### src/rtl/ps2_host_tx.sv
// PS/2 host-to-device command transmitter: inhibit, request-to-send, 11-edge frame, ACK check.
// Define PS2_TX_RETRY_EN to retry a failed transfer up to two times before reporting err.
module ps2_host_tx #(
    parameter int INHIBIT_CYCLES = 10000,
    parameter int RTS_CYCLES     = 2000,
    parameter int FILTER_CYCLES  = 16,
    parameter int TIMEOUT_CYCLES = 2000000
) (
    input  logic       clk,
    input  logic       rst,
    input  logic       tx_valid,
    input  logic [7:0] tx_data,
    output logic       tx_ready,
    input  logic       kclk,
    input  logic       kdata,
    output logic       kclk_oe,
    output logic       kdata_oe,
    output logic       busy,
    output logic       done,
    output logic       err
);

    localparam int CW = 32;
    localparam int FW = $clog2(FILTER_CYCLES + 1);
    localparam logic [CW-1:0] INH_LAST  = CW'(INHIBIT_CYCLES - 1);
    localparam logic [CW-1:0] RTS_LAST  = CW'(RTS_CYCLES - 1);
    localparam logic [CW-1:0] TO_LAST   = CW'(TIMEOUT_CYCLES - 1);
    localparam logic [FW-1:0] FILT_LAST = FW'(FILTER_CYCLES - 1);

    typedef enum logic [2:0] {S_IDLE, S_INHIBIT, S_RTS, S_SEND, S_WAIT_REL} state_t;

    logic          kclk_m_q, kclk_s_q, kdata_m_q, kdata_s_q;
    logic          kclk_f_q, kclk_f_d;
    logic [FW-1:0] filt_q, filt_d;
    state_t        state_q, state_d;
    logic [CW-1:0] cnt_q, cnt_d;
    logic [3:0]    edge_q, edge_d, edge_nxt;
    logic [7:0]    byte_q, byte_d;
    logic          par_q, par_d;
    logic          kclk_oe_q, kclk_oe_d, kdata_oe_q, kdata_oe_d;
    logic          busy_q, busy_d, ready_q, ready_d;
    logic          done_q, done_d, err_q, err_d;
    logic          kclk_fall, fail;
`ifdef PS2_TX_RETRY_EN
    logic [1:0]    retry_q, retry_d;
`endif

    always_comb begin
        kclk_f_d   = kclk_f_q;
        filt_d     = filt_q;
        kclk_fall  = 1'b0;
        state_d    = state_q;
        cnt_d      = cnt_q;
        edge_d     = edge_q;
        edge_nxt   = edge_q + 4'd1;
        byte_d     = byte_q;
        par_d      = par_q;
        kclk_oe_d  = kclk_oe_q;
        kdata_oe_d = kdata_oe_q;
        done_d     = 1'b0;
        err_d      = 1'b0;
        fail       = 1'b0;
`ifdef PS2_TX_RETRY_EN
        retry_d    = retry_q;
`endif

        // A level change is accepted only after FILTER_CYCLES consecutive differing samples.
        if (kclk_s_q == kclk_f_q) begin
            filt_d = '0;
        end else if (filt_q == FILT_LAST) begin
            filt_d    = '0;
            kclk_f_d  = kclk_s_q;
            kclk_fall = kclk_f_q;
        end else begin
            filt_d = filt_q + 1'b1;
        end

        case (state_q)
            S_IDLE: begin
                if (tx_valid) begin
                    byte_d     = tx_data;
                    par_d      = ~^tx_data;
                    edge_d     = '0;
                    cnt_d      = '0;
                    kclk_oe_d  = 1'b1;
                    kdata_oe_d = 1'b0;
                    state_d    = S_INHIBIT;
`ifdef PS2_TX_RETRY_EN
                    retry_d    = '0;
`endif
                end
            end
            S_INHIBIT: begin
                if (cnt_q == INH_LAST) begin
                    cnt_d      = '0;
                    kdata_oe_d = 1'b1;
                    state_d    = S_RTS;
                end else begin
                    cnt_d = cnt_q + 1'b1;
                end
            end
            S_RTS: begin
                if (cnt_q == RTS_LAST) begin
                    cnt_d     = '0;
                    edge_d    = '0;
                    kclk_oe_d = 1'b0;
                    state_d   = S_SEND;
                end else begin
                    cnt_d = cnt_q + 1'b1;
                end
            end
            S_SEND: begin
                if (kclk_fall) begin
                    cnt_d  = '0;
                    edge_d = edge_nxt;
                    case (edge_nxt)
                        4'd1, 4'd2, 4'd3, 4'd4,
                        4'd5, 4'd6, 4'd7, 4'd8: kdata_oe_d = ~byte_q[edge_q[2:0]];
                        4'd9:                   kdata_oe_d = ~par_q;
                        4'd10:                  kdata_oe_d = 1'b0;
                        default: begin
                            if (kdata_s_q) fail = 1'b1;
                            else           state_d = S_WAIT_REL;
                        end
                    endcase
                end else if (cnt_q == TO_LAST) begin
                    fail = 1'b1;
                end else begin
                    cnt_d = cnt_q + 1'b1;
                end
            end
            S_WAIT_REL: begin
                if (kclk_s_q && kdata_s_q) begin
                    done_d  = 1'b1;
                    state_d = S_IDLE;
                end else if (cnt_q == TO_LAST) begin
                    fail = 1'b1;
                end else begin
                    cnt_d = cnt_q + 1'b1;
                end
            end
            default: state_d = S_IDLE;
        endcase

`ifdef PS2_TX_RETRY_EN
        if (fail && retry_q != 2'd2) begin
            retry_d    = retry_q + 2'd1;
            cnt_d      = '0;
            edge_d     = '0;
            kclk_oe_d  = 1'b1;
            kdata_oe_d = 1'b0;
            state_d    = S_INHIBIT;
        end else
`endif
        if (fail) begin
            cnt_d      = '0;
            kclk_oe_d  = 1'b0;
            kdata_oe_d = 1'b0;
            err_d      = 1'b1;
            state_d    = S_IDLE;
        end

        busy_d  = (state_d != S_IDLE);
        ready_d = (state_d == S_IDLE);
    end

    always_ff @(posedge clk or posedge rst) begin
        if (rst) begin
            kclk_m_q   <= 1'b1;
            kclk_s_q   <= 1'b1;
            kdata_m_q  <= 1'b1;
            kdata_s_q  <= 1'b1;
            kclk_f_q   <= 1'b1;
            filt_q     <= '0;
            state_q    <= S_IDLE;
            cnt_q      <= '0;
            edge_q     <= '0;
            byte_q     <= '0;
            par_q      <= 1'b0;
            kclk_oe_q  <= 1'b0;
            kdata_oe_q <= 1'b0;
            busy_q     <= 1'b0;
            ready_q    <= 1'b1;
            done_q     <= 1'b0;
            err_q      <= 1'b0;
`ifdef PS2_TX_RETRY_EN
            retry_q    <= '0;
`endif
        end else begin
            kclk_m_q   <= kclk;
            kclk_s_q   <= kclk_m_q;
            kdata_m_q  <= kdata;
            kdata_s_q  <= kdata_m_q;
            kclk_f_q   <= kclk_f_d;
            filt_q     <= filt_d;
            state_q    <= state_d;
            cnt_q      <= cnt_d;
            edge_q     <= edge_d;
            byte_q     <= byte_d;
            par_q      <= par_d;
            kclk_oe_q  <= kclk_oe_d;
            kdata_oe_q <= kdata_oe_d;
            busy_q     <= busy_d;
            ready_q    <= ready_d;
            done_q     <= done_d;
            err_q      <= err_d;
`ifdef PS2_TX_RETRY_EN
            retry_q    <= retry_d;
`endif
        end
    end

    assign kclk_oe  = kclk_oe_q;
    assign kdata_oe = kdata_oe_q;
    assign busy     = busy_q;
    assign tx_ready = ready_q;
    assign done     = done_q;
    assign err      = err_q;

endmodule

### config.mk
export PLATFORM = sky130hd
export DESIGN_NAME = ps2_host_tx
export DESIGN_NICKNAME = d
export VERILOG_FILES = /design/src/rtl/ps2_host_tx.sv
export SDC_FILE = /design/constraint.sdc
export NUM_CORES = 1
export LEC_CHECK = 0
export ABC_CLOCK_PERIOD_IN_PS = 4900
export BUFFER_PORTS_ARGS = -buffer_cell sky130_fd_sc_hd__buf_2
export CAP_MARGIN = 20
export CORE_ASPECT_RATIO = 1.25
export CORE_MARGIN = 4
export CORE_UTILIZATION = 54
export DETAILED_ROUTE_END_ITERATION = 10
export GPL_ROUTABILITY_DRIVEN = 0
export PLACE_DENSITY = 0.78
export SLEW_MARGIN = 20
export SYNTH_ARGS = -nofsm -noshare
export SYNTH_HDL_FRONTEND = slang
export SYNTH_SLANG_ARGS = --single-unit
### constraint.sdc
create_clock -name clk -period 4.9 [get_ports clk]
set_clock_uncertainty 0.2 [all_clocks]
set_input_delay 0.735 -clock clk [delete_from_list [all_inputs] [get_ports clk]]
set_output_delay 0.735 -clock clk [all_outputs]
set_load 0.01 [all_outputs]
After elaboration in Yosys (flattened, before gate mapping). Cells that the tools add are included.

Memories kept: 0. Memory bits (read-only): 0. Register bits: 64. Output and inout port bits: 6. RAM bits: 0. Bits of input ports: 13. Bits in latches: 0. Word-level logic and storage cells: 115.

Shift-type cells: 0. Bitwise operators: 3. Equality and inequality tests: 28. Multiplexer cells: 46. Divide/modulo/power cells: 0. Add/sub/neg operators: 3. Reduce and logical (&&, ||, !) cells: 17. Multiply operators: 0. Order comparisons: 1.

Operators with widths (number): $mux 32 (7); $pmux 32 s5 (1); $add 32x1->32 const B (1); $eq 32x11->1 const B (1); $eq 32x14->1 const B (1); $eq 32x21->1 const B (1); $mux 3 (8); $mux 1 (18); $eq 4x3->1 const B (4); $ne 3x3->1 const B (5); $pmux 3 s5 (1); $eq 4x4->1 const B (3); $mux 4 (3); $pmux 4 s3 (1); $mux 5 (2); $reduce_or 10->1 (1); $reduce_bool 3->1 (3); $eq 4x2->1 const B (2); $reduce_or 8->1 (1); $reduce_xnor 8->1 (1); $eq 3x2->1 const B (2); $logic_not 3->1 (2); $ne 2x2->1 const B (3); $pmux 1 s3 (2); 19 further kinds (24).

Longest topological paths before layout. Gate-level depths: netlist of the first run.

Depth after elaboration: 8. Mapped depth: 12. Mapped depth without buffers: 9.

Worst setup path before layout of the first run. OpenSTA, ideal clock, no wires.

Path type: reg-to-reg. Start: register edge_q[0]. End: register cnt_q[26]. Buffers on the path: 3. Setup slack: 2413 ps. Clock period less this slack: 2487 ps. Arrival: 2171 ps. Stages on the path, launching flop included: 13. Path through: dfrtp_1 clkbuf_8 inv_1 ha_1 o21ai_0 a32oi_1 o221ai_1 a32o_1 buf_2 a21oi_4 buf_2 nand3_1 o311ai_0.

Longest elaborated chain between the ends: 8.

Ends and longest elaborated chain: start: declaration (RTL line 37) `logic [3:0] edge_q, edge_d, edge_nxt;`; start signal: assignment (RTL line 198) `edge_q <= edge_d;`; $add 4x1->4 * (RTL line 55) `edge_nxt = edge_q + 4'd1;`; $eq 4x4->1, or another cell as far along (RTL line 116) `case (edge_nxt)`; $reduce_or 10->1 (no source line) *; $mux 1 * (RTL line 116); $mux 1 * (RTL line 113) `if (kclk_fall) begin`; $pmux 1 s2 * (RTL line 78) `case (state_q)`; $reduce_bool 6->1 (no source line) or $ne 3x3->1 (tied branches); $reduce_and 3->1 (no source line); end signal: assignment (RTL line 197) `cnt_q <= cnt_d;`; end: declaration (RTL line 36) `logic [CW-1:0] cnt_q, cnt_d;`.

Every way passes the cells marked *; elsewhere a longest branch is shown, timed or not. A chain may end at the register's enable or synchronous reset.

Worst setup path after layout of the first run.
Start: register cnt_q[0]. End: register cnt_q[12].

Longest elaborated chain between the ends: 6.

Ends and longest elaborated chain: parallel branches: the longest is 6 deep, another holds $add 32x1->32.

Several ways; the timed one is not identified. The select of a mux whose other input is x is not followed.

==> reports/results.tsv, run 1 <==
metric	value	unit
IO buf count	18	
Avg WL per Cell	16.5	microns
Worst-Skew Late Latency	0.35	ns
Max Fclk	0.303	GHz
Rel. slew slack	34.4	%
critical-path cell list	ha_1 -> and3_1 -> nand4_2 -> nor4_1 -> o22ai_1 -> o21ai_2 -> o311ai_0	
synth warn	0	
EDFF count, synth	0	
Finish-stage setup viols	0	
WP buf/inv	0	
Tmin final	3.30	ns
initial core utilization	55.3	%
delay-heaviest family, CP	compound AO/OA/AOI/OAI gates	
Slew @ Worst Pin	0.984	ns
Final HPWL DP	6.01	mm
Syn Inst Count	412	
antenna violations before repair	0	
setup TNS	0	ns
Post-DRT Antenna Nets	0	
max-cap viol count	0	
commonest non-fill, non-tap cell in the layout	dfrtp_1	
synth unique cells	61	
Comb pwr share	3.9	%
post-CTS sizing	0	
hold crit path type	reg -> reg	
die height	103	microns
first-pass GRT wire length	14.3	mm
Power Dens Cells	252	nW/um^2
final wirelength	8.51	mm
Hold Buf Count CTS	0	
Die ar.	8580	sq um
Worst VDD drop	0.159	mV
sequential area share after synthesis	41.7	%
Setup CP Type	reg -> reg	
CTS tree	done	
# fillers	620	
RSZ-0062 raised after global routing	no	
most frequent cells in the layout	dfrtp_1, nand2_1, nand3_1	
clock group share of total power	43.6	%
fin cells	516	
P_sw	0.000246	W
Setup crit start kind	register	
DRT Pass-1 Iters	5	
dominant cells by area after synthesis	dfrtp_1, nand3_1, nand2_1	
Max Root-Sink Buffers	2	
synthesized area	3860	sq um
Critical Path RT	4.88	ns
largest area contributor in the netlist	dfrtp_1	
H-Tree Depth	3	
Clock Sinks	64	
P_leak	1.72	nW
GR Overflow Total	0	
P_int	0.000791	W
area share of the largest cell type after synthesis	37.6	%
Worst-path clk slew	0.07	ns
core box area	6980	sq um
largest net degree at the start of global routing	35	
final worst path period share	67.3	%
top_reg_cell synth	dfrtp_1	
Fin Hold WS	0.157	ns
Vias/cell	6.28	
number of global-route vias before repair	3015	
vias after detailed routing	3239	
num ports	19	
placed cells	500	
Post-CTS Setup Inserts	0	
critical path arrival	3.28	ns
Fin. Hold Viols	0	
Antenna diodes	0	
Root Driver	clkbuf_8	
Tot GR Track Use	20.7	%
Yosys reg bits	64	
Nets	440	
# DRC	0	
Sw Ratio	23.7	%
share of layout cells above drive strength 1	17.6	%
syn_nets	431	
Area Growth Syn to Fin	6.64	%
Max Slew Vio Count	0	
Avg Synthesized Cell Area	9.37	sq um
Worst Setup End Kind	register	
DRT iter0 DRCs	261	
slowest CP cell	o21ai_2	
Synth async-reset ratio	100	%
status	complete, no violations	
Reg power frac	52.5	%
Core Rows	34	
total CTS buffers	9	
CP max stage delay	0.73	ns
Die Width	83.6	microns
CP Max Fanout	23	
-- synth_stat cells, types with 7 or more instances --
master    number
nor2_1        28
a21oi_1       18
o21ai_0       23
nand3_1       42
inv_1         11
dfrtp_1       58
o311ai_0      13
a31oi_1        7
mux2_2        12
clkbuf_8       7
nand4_1       11
nor3_1        10
nand2_1       45
or3_1          9
xnor2_1        7
and3_1         8
-- power groups by stage --
stage / Clock (W) / Combinational [W] / Sequential [W]
3_5_place_dp: 0 / 0.0000408 / 0.000554
4_1_cts: 0.000458 / 0.0000411 / 0.000544
5_1_grt: 0.000480 / 0.0000458 / 0.000545
6_report: 0.000452 / 0.0000404 / 0.000544
3_3_place_gp: 0 / 0.0000391 / 0.000553
2_1_floorplan: 0 / 0.0000273 / 0.000552
-- per-stage QoR --
stage	power (W)	worst slack, ns	utilization, %	cell area (sq um)
6_report	0.00104	1.60	59.0	4120
5_1_grt	0.00107	1.30	59.0	4120
4_1_cts	0.00104	1.67	58.9	4110
3_5_place_dp	0.000595	1.69	56.1	3910
3_3_place_gp	0.000593	1.74	56.1	3910
2_1_floorplan	0.000579	2.38	-	3860
-- sequential cells by signal (all words and copies together), names as in the netlist, 3 cells and up --
name / flops
cnt_q: 32
byte_q: 8
filt_q: 5
edge_q: 4
state_q: 3
-- metal layers --
layer / part of all wire (%) / wire [microns] / GRT usage (%) / vias up
met4: 1.6 / 138 / 7.92 / 0
met1: 43 / 3650 / 25.8 / 1581
met2: 51 / 4330 / 35.9 / 94
met5: 0 / 0 / 0 / -
met3: 4.6 / 395 / 3.92 / 14
li1: - / - / - / 1550
-- kinds of logic after synthesis --
logic type / count (synthesis) / synth area share, %
AOI/OAI and AO/OA: 89 / 15.6
adders and majority gates: 6 / 1.94
DFF: 64 / 41.7
muxes: 16 / 5.18
xor gates and xnor gates: 11 / 2.50
and+or+nand+nor: 193 / 27.6
buffers and inverters: 33 / 5.44
-- area by class of cell --
cell class / count / area, sq um / share of cell area, %
Sequential cell: 64 / 1610 / 39.1
Clock inverter: 7 / 72.6 / 1.76
Tap cell: 90 / 113 / 2.73
Timing Repair Buffer: 19 / 97.6 / 2.37
Inverter: 12 / 45.0 / 1.09
Multi-Input combinational cell: 315 / 2060 / 50.0
Clock buffer: 9 / 124 / 3.01
-- final timing paths --
| path | start | endpoint | slack [ns] | cells past startpoint |
|---|---|---|---|---|
| worst min register to register | kclk_m_q | kclk_s_q | 0.16 | 0 |
| worst max-delay path | cnt_q[0] | cnt_q[12] | 1.60 | 7 |
| max in group asynchronous | rst | kclk_m_q | 3.30 | 3 |
| worst max register to register | cnt_q[0] | cnt_q[12] | 1.60 | 7 |
| min in group asynchronous | rst | filt_q[3] | 0.30 | 2 |
| worst min-delay path | kclk_m_q | kclk_s_q | 0.16 | 0 |
(Power assumes the default switching activity.)
==> run 2, diff against run 1 <==
- ABC_AREA: unset -> 1
- ABC_CLOCK_PERIOD_IN_PS: 4900 -> 2750
- PLACE_DENSITY: 0.78 -> 0.8
- clock period: 4.9 -> 2.75 ns (I/O delays scaled with it)
==> run 2 against run 1 <==
The run now ends with negative hold slack left. Clock power grew 130%. Fmax grew 33%. Synthesized cell count grew 94%. Worst setup slack worse by 1.3 ns. Highest routed layer unchanged.
==> reports/results.tsv, run 2 <==
metric	value	unit
antenna violations before repair	0	
CTS tree	done	
Synth async-reset ratio	100	%
Core Rows	39	
commonest non-fill, non-tap cell in the layout	nand2_1	
Fin Hold WS	-0.0119	ns
P_leak	2.69	nW
Nets	833	
Worst Setup End Kind	register	
Largest regs	cnt_q (32), byte_q (8), filt_q (5)	
delay-heaviest family, CP	simple AND/OR/NAND/NOR gates	
P_sw	0.000891	W
Yosys reg bits	64	
synthesized area	5150	sq um
GR Overflow Total	0	
synth unique cells	39	
initial core utilization	55.8	%
Reg2Reg Setup Slack	0.27	ns
critical-path cell list	nand2_1 -> a21oi_1 -> nor2_4 -> inv_2 -> nand2_1 -> nand2_1	
Largest register FFs	32	
Sw Ratio	32.3	%
# DRC	0	
failing checks	negative hold slack	
Max Root-Sink Buffers	2	
sequential area share after synthesis	31.3	%
most frequent cell after synthesis	nand2_1	
critical path arrival	2.56	ns
Vias/cell	5.86	
Critical Path RT	2.83	ns
final wirelength	15.1	mm
Reg power frac	42.2	%
syn_nets	817	
Most common cell on crit path	nand2_1	
number of global-route vias before repair	5303	
Final HPWL DP	10.6	mm
Root Driver	clkbuf_16	
Tot GR Track Use	28.9	%
Largest Register	cnt_q	
dominant cells by area after synthesis	dfrtp_1, nand2_1, nand3_1	
most common library cells after synthesis	nand2_1, nand3_1, nor2_1, inv_1, dfrtp_1	
Antenna diodes	0	
CP Max Fanout	22	
area share of the largest cell type after synthesis	28.2	%
Die ar.	11200	sq um
Avg WL per Cell	16.0	microns
status	complete, but fails checks	
Worst-Skew Late Latency	0.34	ns
Syn Inst Count	798	
max-cap viol count	0	
Comb pwr share	19.8	%
Clock Sinks	64	
Setup CP Type	reg -> reg	
first-pass GRT wire length	24.9	mm
Finish-stage setup viols	0	
slowest CP cell	a21oi_1	
# fillers	846	
setup TNS	0	ns
core box area	9220	sq um
Max Fclk	0.403	GHz
WP buf/inv	1	
share of layout cells above drive strength 1	12.5	%
RSZ-0062 raised after global routing	no	
Max Slew Vio Count	0	
num ports	19	
Fin. Hold Viols	8	
Post-DRT Antenna Nets	0	
CP max stage delay	0.62	ns
final worst path period share	90.2	%
Worst-path clk slew	0.06	ns
synth warn	0	
Pwr Total	0.00276	W
IO buf count	18	
vias after detailed routing	5523	
P_int	0.00187	W
Tmin final	2.48	ns
Rel. slew slack	28.5	%
largest net degree at the start of global routing	34	
Die Width	95.3	microns
H-Tree Depth	3	
Power Dens Cells	489	nW/um^2
largest area contributor in the netlist	dfrtp_1	
total CTS buffers	9	
final setup margin	0.269	ns
top_reg_cell synth	dfrtp_1	
die height	117	microns
DRT iter0 DRCs	663	
EDFF count, synth	0	
worst slack, placed	0.0389	ns
Worst VDD drop	0.261	mV
Area Growth Syn to Fin	9.62	%
most frequent cells in the layout	nand2_1, nand3_1, nor2_1	
Slew @ Worst Pin	1.07	ns
Setup crit start kind	register	
Avg Synthesized Cell Area	6.45	sq um
hold crit path type	in -> async	
clock group share of total power	37.9	%
DRT Pass-1 Iters	6	
-- run 2: routing by layer --
layer  up-vias  share of wire [%]  GRT usage (%)
li1       2633                  -              -
met3        69                7.9           4.41
met4         0                5.1           18.2
met2       279                 48           48.4
met1      2542                 39           34.4
met5         -                  0              0
-- run 2: through the flow --
step | instances | utilization (%) | instance area (sq um) | hold WS [ns]
after detailed placement | 922 | 57.9 | 5340 | 0.148
after global routing | 942 | 61.2 | 5640 | 0.0664
after CTS | 941 | 61.1 | 5640 | 0.0212
after global placement | 922 | 57.9 | 5340 | 0.148
final | 942 | 61.2 | 5640 | -0.0119
after floorplan | 798 | - | 5150 | 0.145
-- run 2: kinds of logic after synthesis --
logic type	Yosys count	synth area share [%]
and+or+nand+nor	516	45.4
buffers and inverters	120	9.40
AOI/OAI and AO/OA	67	7.83
DFF	64	31.3
xor gates and xnor gates	19	3.38
muxes	6	1.31
adders and majority gates	6	1.46
-- run 2: worst paths after layout --
check	from	to	depth (start not counted)
worst max-delay path	kdata_s_q	cnt_q[23]	6
worst min-delay path	rst	filt_q[2]	2
worst max register to register	kdata_s_q	cnt_q[23]	6
worst min register to register	kdata_m_q	kdata_s_q	0
max in group asynchronous	rst	cnt_q[15]	3
min in group clk	tx_data[5]	byte_q[5]	2
-- run 2: cell type report --
type                            count  area [sq um]  share of cell area (%)
Multi-Input combinational cell    615          3060                    54.3
Tap cell                          123           154                    2.73
Clock buffer                       10           229                    4.06
Sequential cell                    64          1610                    28.5
Timing Repair Buffer               30           198                    3.50
Inverter                           94           353                    6.25
Clock inverter                      6          36.3                   0.643
-- run 2: timing repair --
item | 4_1_cts | 5_1_grt
endpoints found under the hold margin | 2 | 0
hold buffers | 2 | 0
cloned | 1 | 0
setup buffers | 0 | 1
endpoints found under the setup margin | 13 | 12
gates resized for setup | 0 | 1
pin swaps | 1 | 1
-- run 2: power groups by stage --
stage / logic [W] / clock network [W] / registers [W]
finish: 0.000547 / 0.00105 / 0.00116
global route: 0.000620 / 0.00109 / 0.00118
CTS: 0.000541 / 0.00105 / 0.00116
floorplan: 0.000417 / 0 / 0.00115
global placement: 0.000508 / 0 / 0.00117
detailed placement: 0.000528 / 0 / 0.00118
-- run 2: worst register-to-register path, cell delays in order, from the launching register on --
cell and delay (ns):
dfstp_2 0.56, nand2_1 0.15, a21oi_1 0.62, nor2_4 0.27, inv_2 0.41, nand2_1 0.12, nand2_1 0.09
==> run 3, diff against run 2 <==
- CORE_MARGIN: 4 -> 10
==> run 3 against run 2 <==
The flow now finishes without violations. Clock power grew 12%. First-iteration DRC count shrank 8.6%. Power up 4.8%. Critical path depth rose by 5. Design area up 0.64%. Sequential power about the same. Sequential share of layout area shrank 0.18 points.
==> reports/results.tsv, run 3 (same netlist as run 2, synthesis figures left out) <==
metric	value	unit
status	complete, no violations	
largest net degree at the start of global routing	45	
final wirelength	15.5	mm
RSZ-0062 raised after global routing	no	
Setup crit start kind	register	
# DRC	0	
Largest Register	cnt_q	
die height	129	microns
Critical path origin	edge_q[0]	
GR Overflow Total	0	
max-cap viol count	0	
Die Width	107	microns
number of global-route vias before repair	5327	
initial core utilization	55.8	%
Worst-Skew Late Latency	0.35	ns
P_leak	2.71	nW
Post-DRT Antenna Nets	0	
Worst VDD drop	0.254	mV
Core Rows	39	
Worst-path clk slew	0.06	ns
Worst Setup End Kind	register	
slowest CP cell	dfrtp_1	
core box area	9220	sq um
WP buf/inv	1	
Avg WL per Cell	16.4	microns
num ports	19	
total CTS buffers	9	
vias after detailed routing	5580	
Critical Path RT	2.77	ns
Max Fclk	0.386	GHz
Tmin final	2.59	ns
delay-heaviest family, CP	simple AND/OR/NAND/NOR gates	
Reg2Reg Depth	11	
Area Growth Syn to Fin	10.3	%
IO buf count	18	
most frequent cells in the layout	nand2_1, nand3_1, nor2_1	
Largest register FFs	32	
Root Driver	clkbuf_16	
Max Root-Sink Buffers	2	
H-Tree Depth	3	
Max Slew Vio Count	0	
setup TNS	0	ns
Die ar.	13900	sq um
Vias/cell	5.92	
critical-path cell list	inv_1 -> ha_1 -> or2_2 -> nand2_1 -> nand2_1 -> a21oi_1 -> nand3_1 -> nand2_1 -> nand2_1 -> o21ai_0 -> nand2_2	
Rel. slew slack	26.1	%
first-pass GRT wire length	25.0	mm
final setup margin	0.160	ns
DRT iter0 DRCs	606	
CP Max Fanout	10	
antenna violations before repair	0	
final worst path period share	94.2	%
Setup CP Type	reg -> reg	
CP max stage delay	0.54	ns
Final HPWL DP	10.7	mm
Largest regs	cnt_q (32), byte_q (8), filt_q (5)	
Fin. Hold Viols	0	
Reg2Reg Setup Slack	0.16	ns
hold crit path type	in -> reg	
Power Dens Cells	509	nW/um^2
Crit path depth	11	
commonest non-fill, non-tap cell in the layout	nand2_1	
Most common cell on crit path	nand2_1	
Setup crit end	busy	
DRT Pass-1 Iters	5	
critical path arrival	2.60	ns
Tot GR Track Use	22.1	%
reg2reg start	edge_q[0]	
share of layout cells above drive strength 1	12.3	%
worst slack, placed	0.0735	ns
Nets	833	
FF-to-FF End	busy	
Clock Sinks	64	
Antenna diodes	0	
Final Util	61.6	%
Slew @ Worst Pin	1.11	ns
Finish-stage setup viols	0	
CTS tree	done	
run 3: metal layers:
layer / wire (microns) / global-route usage, %
met3: 1320 / 4.32
met1: 5900 / 25.9
met4: 611 / 11.4
met2: 7630 / 37.5
met5: 0 / 0
run 3: worst min-delay path by stage:
stage                    start  cells past startpoint        end  slack, ns
floorplan             kclk_m_q                      0   kclk_s_q       0.15
global placement     kdata_m_q                      0  kdata_s_q       0.15
detailed placement   kdata_m_q                      0  kdata_s_q       0.15
CTS                 tx_data[0]                      2  byte_q[0]       0.13
global route        tx_data[0]                      2  byte_q[0]       0.13
finish              tx_data[1]                      2  byte_q[1]       0.13
run 3: area by class of cell:
cell class / count / area, sq um
fill: 850 / 3540
multi-input combinational: 615 / 3060
sequential: 64 / 1610
clock buffer: 11 / 243
timing repair buffer: 30 / 200
clock inverter: 5 / 56.3
inverter: 94 / 353
tap: 123 / 154
run 3: timing repair:
item | CTS | global route
setup buffers | 0 | 0
endpoints found under the hold margin | 29 | 0
endpoints found under the setup margin | 0 | 22
hold buffers | 3 | 0
resized for setup | 0 | 1
run 3: power by group:
part | leakage (nW) | internal, W | total [W] | switching (W)
registers | 0.823 | 0.00106 | 0.00117 | 0.000114
logic | 1.74 | 0.000207 | 0.000543 | 0.000336
clock network | 0.145 | 0.000725 | 0.00118 | 0.000453
total | 2.71 | 0.00199 | 0.00289 | 0.000903
run 3: metrics by stage:
step / cells / power (W) / instance area [sq um] / hold WS [ns]
2_1_floorplan: 798 / 0.00156 / 5150 / 0.145
3_3_place_gp: 922 / 0.00168 / 5340 / 0.149
3_5_place_dp: 922 / 0.00171 / 5340 / 0.148
4_1_cts: 941 / 0.00288 / 5670 / 0.130
5_1_grt: 942 / 0.00302 / 5680 / 0.127
6_report: 942 / 0.00289 / 5680 / 0.130
